==> src/rtl/ballot_station.sv <==
// ballot_station
//
// Voter-side front end for an 8-candidate tally counter. An election is opened
// with `start`, which also fires a one-cycle `tally_rst` enable pulse to the
// tally. Each voter then casts a selection, which is held in `pending`. The
// voter confirms or cancels it; if the voter does neither within TIMEOUT
// cycles, the selection is discarded. A confirmed ballot is sent on `data` as
// a one-hot word for exactly one cycle, followed by GAP_CYCLES idle cycles.
// After MAX_VOTES ballots the station parks in DONE until the next `start`.
//
// Parameters
//   MAX_VOTES   ballots per election (legal range 1..15)
//   TIMEOUT     CONFIRM cycles allowed before a selection expires (>= 2)
//   GAP_CYCLES  idle cycles forced after each transmitted ballot (>= 1)
//
// Ports
//   clk         rising-edge clock
//   rst         synchronous, active-low reset
//   start       open an election (honoured in IDLE or DONE only)
//   sel[2:0]    candidate index, sampled together with cast
//   cast        selection strobe (accepted in ARMED only)
//   confirm     commit the pending selection
//   cancel      discard the pending selection (wins over confirm)
//   tally_rst   one-cycle enable pulse to the tally
//   data[7:0]   one-hot ballot for one cycle, otherwise 0
//   pending[7:0] latched one-hot selection, 0 when none is pending
//   votes_sent[3:0] ballots transmitted in this election
//   busy        high in every state except IDLE and DONE
//   timeout     one-cycle pulse when a pending selection expires
//   done        high in DONE
//
// Every output is a register driven from the single state-machine process.

module ballot_station #(
  parameter int MAX_VOTES  = 9,
  parameter int TIMEOUT    = 16,
  parameter int GAP_CYCLES = 2
) (
  input  logic       clk,
  input  logic       rst,
  input  logic       start,
  input  logic [2:0] sel,
  input  logic       cast,
  input  logic       confirm,
  input  logic       cancel,
  output logic       tally_rst,
  output logic [7:0] data,
  output logic [7:0] pending,
  output logic [3:0] votes_sent,
  output logic       busy,
  output logic       timeout,
  output logic       done
);

  localparam int TW = $clog2(TIMEOUT + 1);
  localparam int GW = $clog2(GAP_CYCLES + 1);

  typedef enum logic [2:0] {
    S_IDLE,
    S_ARMED,
    S_CONFIRM,
    S_SEND,
    S_GAP,
    S_DONE
  } state_t;

  state_t          state;
  logic [TW-1:0]   timer;    // CONFIRM cycles elapsed without a decision
  logic [GW-1:0]   gap_cnt;  // idle cycles elapsed in GAP

  always_ff @(posedge clk) begin
    if (!rst) begin
      state      <= S_IDLE;
      timer      <= '0;
      gap_cnt    <= '0;
      tally_rst  <= 1'b0;
      data       <= '0;
      pending    <= '0;
      votes_sent <= '0;
      busy       <= 1'b0;
      timeout    <= 1'b0;
      done       <= 1'b0;
    end else begin
      // NOTE: the pulse outputs are defaulted low here and raised only by the
      // branch that needs them; non-blocking assignment lets a later branch
      // override the default within the same edge.
      tally_rst <= 1'b0;
      timeout   <= 1'b0;
      data      <= '0;

      case (state)
        S_IDLE, S_DONE: begin
          if (start) begin
            state      <= S_ARMED;
            tally_rst  <= 1'b1;
            votes_sent <= '0;
            done       <= 1'b0;
            busy       <= 1'b1;
          end
        end

        S_ARMED: begin
          if (cast) begin
            pending <= 8'd1 << sel;
            timer   <= '0;
            state   <= S_CONFIRM;
          end
        end

        S_CONFIRM: begin
          // A voter decision takes priority over expiry on the same edge.
          if (cancel) begin
            pending <= '0;
            state   <= S_ARMED;
          end else if (confirm) begin
            data       <= pending;
            votes_sent <= votes_sent + 4'd1;
            state      <= S_SEND;
          end else if (timer == TW'(TIMEOUT - 1)) begin
            pending <= '0;
            timeout <= 1'b1;
            state   <= S_ARMED;
          end else begin
            timer <= timer + 1'b1;
          end
        end

        S_SEND: begin
          // data drops back to 0 through the default above.
          pending <= '0;
          if (votes_sent == 4'(MAX_VOTES)) begin
            done  <= 1'b1;
            busy  <= 1'b0;
            state <= S_DONE;
          end else begin
            gap_cnt <= '0;
            state   <= S_GAP;
          end
        end

        S_GAP: begin
          if (gap_cnt == GW'(GAP_CYCLES - 1)) begin
            state <= S_ARMED;
          end else begin
            gap_cnt <= gap_cnt + 1'b1;
          end
        end

        default: state <= S_IDLE;
      endcase
    end
  end

endmodule

==> config.mk <==
export PLATFORM = sky130hd
export DESIGN_NAME = ballot_station
export DESIGN_NICKNAME = d
export VERILOG_FILES = /design/src/rtl/ballot_station.sv
export SDC_FILE = /design/constraint.sdc
export NUM_CORES = 1
export LEC_CHECK = 0
export CORE_MARGIN = 2
export CORE_UTILIZATION = 50
export CTS_CLUSTER_SIZE = 20
export DETAILED_ROUTE_END_ITERATION = 10
export PLACE_DENSITY_LB_ADDON = 0.3
export SETUP_SLACK_MARGIN = 0.02
export SYNTH_ARGS = -nofsm -noshare
export SYNTH_HDL_FRONTEND = slang
export SYNTH_SLANG_ARGS = --single-unit
==> constraint.sdc <==
create_clock -name clk -period 1.9 [get_ports clk]
set_input_delay 0.285 -clock clk [delete_from_list [all_inputs] [get_ports clk]]
set_output_delay 0.285 -clock clk [all_outputs]
set_load 0.02 [all_outputs]
Word level (Yosys, flattened, before mapping)

Index checks and enable logic that the tools add are counted.

Flip-flop bits (word level): 34
Bits in latches: 0
Bits in writable memories: 0
Memory bits (read-only): 0
Input bits: 9
Output and inout bits: 24
Logic and storage cells: 87
Memories: 0

$add $sub $neg: 3
Multiply operators: 0
Div/mod/pow operators: 0
Order comparisons: 0
Equal/unequal tests: 21
Shift operators: 1
Mux-type cells: 33
Bitwise operators: 3
Reduce and logical (&&, ||, !) cells: 16

Operators by type and width:

| operator                                                          | count |
|---|---|
| 8-bit 2-to-1 mux                                                  | 4 |
| 8-bit case mux with 3 select lines                                | 1 |
| 5-bit 2-to-1 mux                                                  | 4 |
| 2-bit != test, second input constant                              | 10 |
| 3-bit 2-to-1 mux                                                  | 6 |
| 3-bit case mux with 5 select lines                                | 1 |
| 4-bit 2-to-1 mux                                                  | 3 |
| 4-bit AND reduction                                               | 3 |
| 5-bit case mux with 2 select lines                                | 1 |
| 4-bit case mux with 2 select lines                                | 1 |
| 2-bit nonzero test                                                | 4 |
| 4-bit OR reduction                                                | 2 |
| 1-bit by 3-bit << shifter with 8-bit output, first input constant | 1 |
| 1-bit 2-to-1 mux                                                  | 7 |
| 3-bit by 2-bit == test with 1-bit output, second input constant   | 2 |
| 3-bit == test, second input constant                              | 2 |
| 3-bit != test, second input constant                              | 2 |
| 3-bit AND reduction                                               | 2 |
| 5-bit by 1-bit adder with 5-bit output, second input constant     | 1 |
| 5-bit by 4-bit == test with 1-bit output, second input constant   | 1 |
| 5-bit AND reduction                                               | 1 |
| 4-bit by 1-bit adder with 4-bit output, second input constant     | 1 |
| 4-bit == test, second input constant                              | 1 |
| 2-bit 2-to-1 mux                                                  | 2 |
| 11 further kinds                                                  | 14 |

Logic depth before layout (Yosys ltp)

Depth in word-level cells: 5
Gate-level depth with buffers: 8

Least setup slack after synthesis

OpenSTA, ideal clock, no wires.

Path kind: flip-flop to flip-flop
From: register timer[0]
To: register pending[3]
Library setup time: 0.121 ns
Arrival: 1.591 ns
Data required time: 1.779 ns
Slack: 0.188 ns
Stages on the path, launching flop included: 9
Period minus slack after synthesis: 1.712 ns
Path through: dfxtp_1 > ha_1 > and3_1 > ha_1 > o21ai_1 > a221o_2 > buf_4 > nand3_1 > o31ai_1

Word-level cells in the longest chain between the ends: 3

RTL lines:

| element                                  | RTL line | RTL |
|---|---|---|
| start: declaration                       | 68       | `logic [TW-1:0] timer;` |
| start signal: assignment                 | 124      | `timer <= timer + 1'b1;` |
| 5-bit by 4-bit == test with 1-bit output | 119      | `end else if (timer == TW'(TIMEOUT - 1)) begin` |
| 3-bit != test (no line)                  | --       |  |
| 4-bit AND reduction (no line)            | --       |  |
| end signal: assignment                   | 104      | `pending <= 8'd1 << sel;` |
| end: declaration                         | 48       | `output logic [7:0] pending,` |

No other way between the ends.
A chain may end at the register's enable or synchronous reset.

Worst setup path in the final report

From: register timer[1]
To: register pending[6]

Same word-level chain as after synthesis.

==> flow_summary.ini <==
[synthesis]
syn_area_per_cell_um2 = 9.07
async_flop_share = 0
synth_edf_count = 0
syn_nets = 188
synth_top_area_share = 0.431
yosys_warnings = 0
synthesis.area_mm2 = 0.00158
yosys.area.top_type = dfxtp_1
ys_seq_area_frac = 0.431
synthDistinctLibCells = 44
synth_cells = 174
synth_ff_type = dfxtp_1
synth_top_cells_by_area = dfxtp_1 (43%), nand3_1 (5.7%), mux2i_1 (4.4%)
yosys_register_bits = 34

[placed_design]
placed_cell_area_mm2 = 0.00195
dp.final_hpwl_um = 2610
place.gp.congestion = 0.810
post-place-ws_ns = -0.107
numPortBuffers = 32

[pwr]
p_int_uw = 1170
total_power_uw = 1620
pwr-share-comb = 0.203
pwr-share-seq = 0.483
p_switching_uw = 447
clkPwrFrac = 0.314
p_sw_frac = 0.276
power_leakage_uw = 0.000786
powerDensity_mw_per_mm2 = 769
vdd_drop_max_v = 0.000370

[worst_setup_path]
r2r_slack_ns = 0.08
max_stage_delay_ns = 0.38
r2r_start = timer[1]
path_common_cell = o21ai_1
critical_path_class = reg -> reg
regToRegEndpoint = pending[6]
endpoint = pending[6]
r2r_cells = 9
crit_chain = ha_4, and3_1, ha_2, o21ai_1, a221o_2, buf_6, buf_4, nand3_1, o21ai_1
path_delay_family = compound AO/OA/AOI/OAI gates
worst_path_max_delay_cell = dfxtp_2
critPathRequiredTime_ns = 2.14
cp-start-kind = flop
critPathBufInv = 2
arrival_ns = 2.06
crit_path_start = timer[1]
worstPathMaxFanout = 7
path_depth = 9
worstSetupEndpointType = flop

[sta]
rsz0062_at_grt = yes
fin_skew_ns = 0.0116
period_share = 0.960
finalSetupTns_ns = 0
hold_violations = 0
worst_pin_slew_ns = 0.413
max_slew_margin = 0.724
setup_ws_ns = 0.0754
fmax_mhz = 548
finalCriticalPeriod_ns = 1.82
setup_viol = 0
slew_viol_final = 0

[floorplan]
coreArea_mm2 = 0.00303
ios = 33
initial_core_util = 0.521
rows = 20
die-area_mm2 = 0.00362
die_y_um = 60.2
dieWidth_um = 60.2

[global_routing]
gr-max-usage-layer = met2
grt_antenna_before_repair = 0
grt_pass1_vias = 1342
use_met2 = 0.376
grt_first_pass_wirelength_um = 5870
grt_util_met1 = 0.262
overflow = 0
grt_start_max_net_pins = 16
use_met3 = 0.0476
grt_use_total = 0.219

[clocking]
cts_sinks = 34
cts_max_level = 2
cts_root_buffer = clkbuf_4
numCtsBuffers = 5
cts_tree = yes
clk_pin_slew_ns = 0.11
clockBufferDepth = 2
worstSkewPairLatency_ns = 0.33
cts_hold_buf = 0

[route]
routed_wl_um = 3740
drc = 0
avgViaCountPerCell = 5.50
dr.pass1.iters = 4
ant_nets = 0
detail_route.iter0.violations = 51
dr_total_vias = 1436
routedWlPerCell_um = 14.3

[final_layout]
drive_gt1_frac = 0.152
fillers = 242
seqCellArea_um2 = 684
antenna_cells = 0
area.growth.synth_to_final_pct = 33.6
multi_input_area_um2 = 852
design_area_mm2 = 0.00211
fin_nets = 230
utilization = 0.696

[status]
status = finished clean

[min_path]
min-delay-path-class = reg -> reg

[run]
maxCapViolCount = 0
## cell families after synthesis
group,synth area share
simple gates,0.296
flops,0.431
compound gates,0.136
buf+inv,0.0476
mux,0.0444
fa+ha+maj,0.0397
xor+xnor,0.00555
## cells in the final DEF (no fill, tap or decap), types with 4 or more instances in the layout
cell and instances:
and2_1 9, buf_4 11, clkbuf_4 5, clkdlybuf4s50_1 32
dfxtp_1 31, inv_1 4, mux2i_1 7, nand2_1 17
nand3_1 18, nand3b_1 6, nor2_1 4, nor2b_1 5
o21ai_1 6
## timing repair
action                     4_1_cts  5_1_grt
pin swaps                        2        3
buffers inserted                 6        0
gates resized for setup          7        3
setup endpoints to repair        3       11
## power by group through the flow
stage	Clock [uW]	Combinational (uW)	Sequential (uW)
after global routing	551	352	789
after floorplan	0	207	789
after detailed placement	0	283	798
after global placement	0	274	796
final	509	329	783
after CTS	516	318	781
## per-layer routing
layer / share of wire / routed length, um / up-vias
met5: 0 / 0 / -
met4: 0.018 / 66 / 0
met3: 0.064 / 238 / 9
met2: 0.51 / 1920 / 52
met1: 0.40 / 1510 / 670
li1: - / - / 705
## worst register-to-register path, delay by kind of cell, from the launching register on
| kind | cells | cell delay [ns] |
|---|---|---|
| DFF | 1 | 0.38 |
| adders and majority gates | 2 | 0.33 |
| and+or+nand+nor | 2 | 0.23 |
| buffers and inverters | 2 | 0.27 |
| AOI/OAI and AO/OA | 3 | 0.51 |
## metrics by stage
step	hold slack [ns]	instances
after floorplan	0.361	174
after global placement	0.439	247
after detailed placement	0.455	247
after CTS	0.468	261
after global routing	0.492	261
final	0.467	261
## final cells by class
class                           count  area share
Clock inverter                      1      0.0142
Inverter                            6      0.0107
Timing Repair Buffer               45       0.199
Sequential cell                    34       0.325
Tap cell                           44      0.0261
Multi-Input combinational cell    124       0.404
Clock buffer                        7      0.0214
## worst min path at each step
stage	startpoint	endpoint	depth (start not counted)
after floorplan	cancel	timeout	1
after global placement	gap_cnt[1]	gap_cnt[1]	2
after detailed placement	gap_cnt[1]	gap_cnt[1]	2
after CTS	gap_cnt[1]	gap_cnt[1]	2
after global routing	gap_cnt[1]	gap_cnt[1]	2
final	gap_cnt[1]	gap_cnt[1]	2
## cell usage after synthesis, drive strengths merged, types with 3 or more instances
cell type / count
inv: 6
nand3b: 6
nor2: 4
nand2b: 3
a21oi: 3
nand2: 17
nor2b: 5
o21ai: 9
clkbuf: 4
dfxtp: 34
a21boi: 4
nand3: 18
ha: 5
mux2i: 7
nor3b: 4
o31ai: 3
and2: 9
and3: 3
buf: 6
## registers in the layout, summed over array words and instances (netlist names)
signal / count
busy: 1
data: 8
done: 1
gap_cnt: 2
pending: 8
state: 3
tally_rst: 1
timeout: 1
timer: 5
votes_sent: 4
No activity file was read; power rests on OpenSTA's default activity.
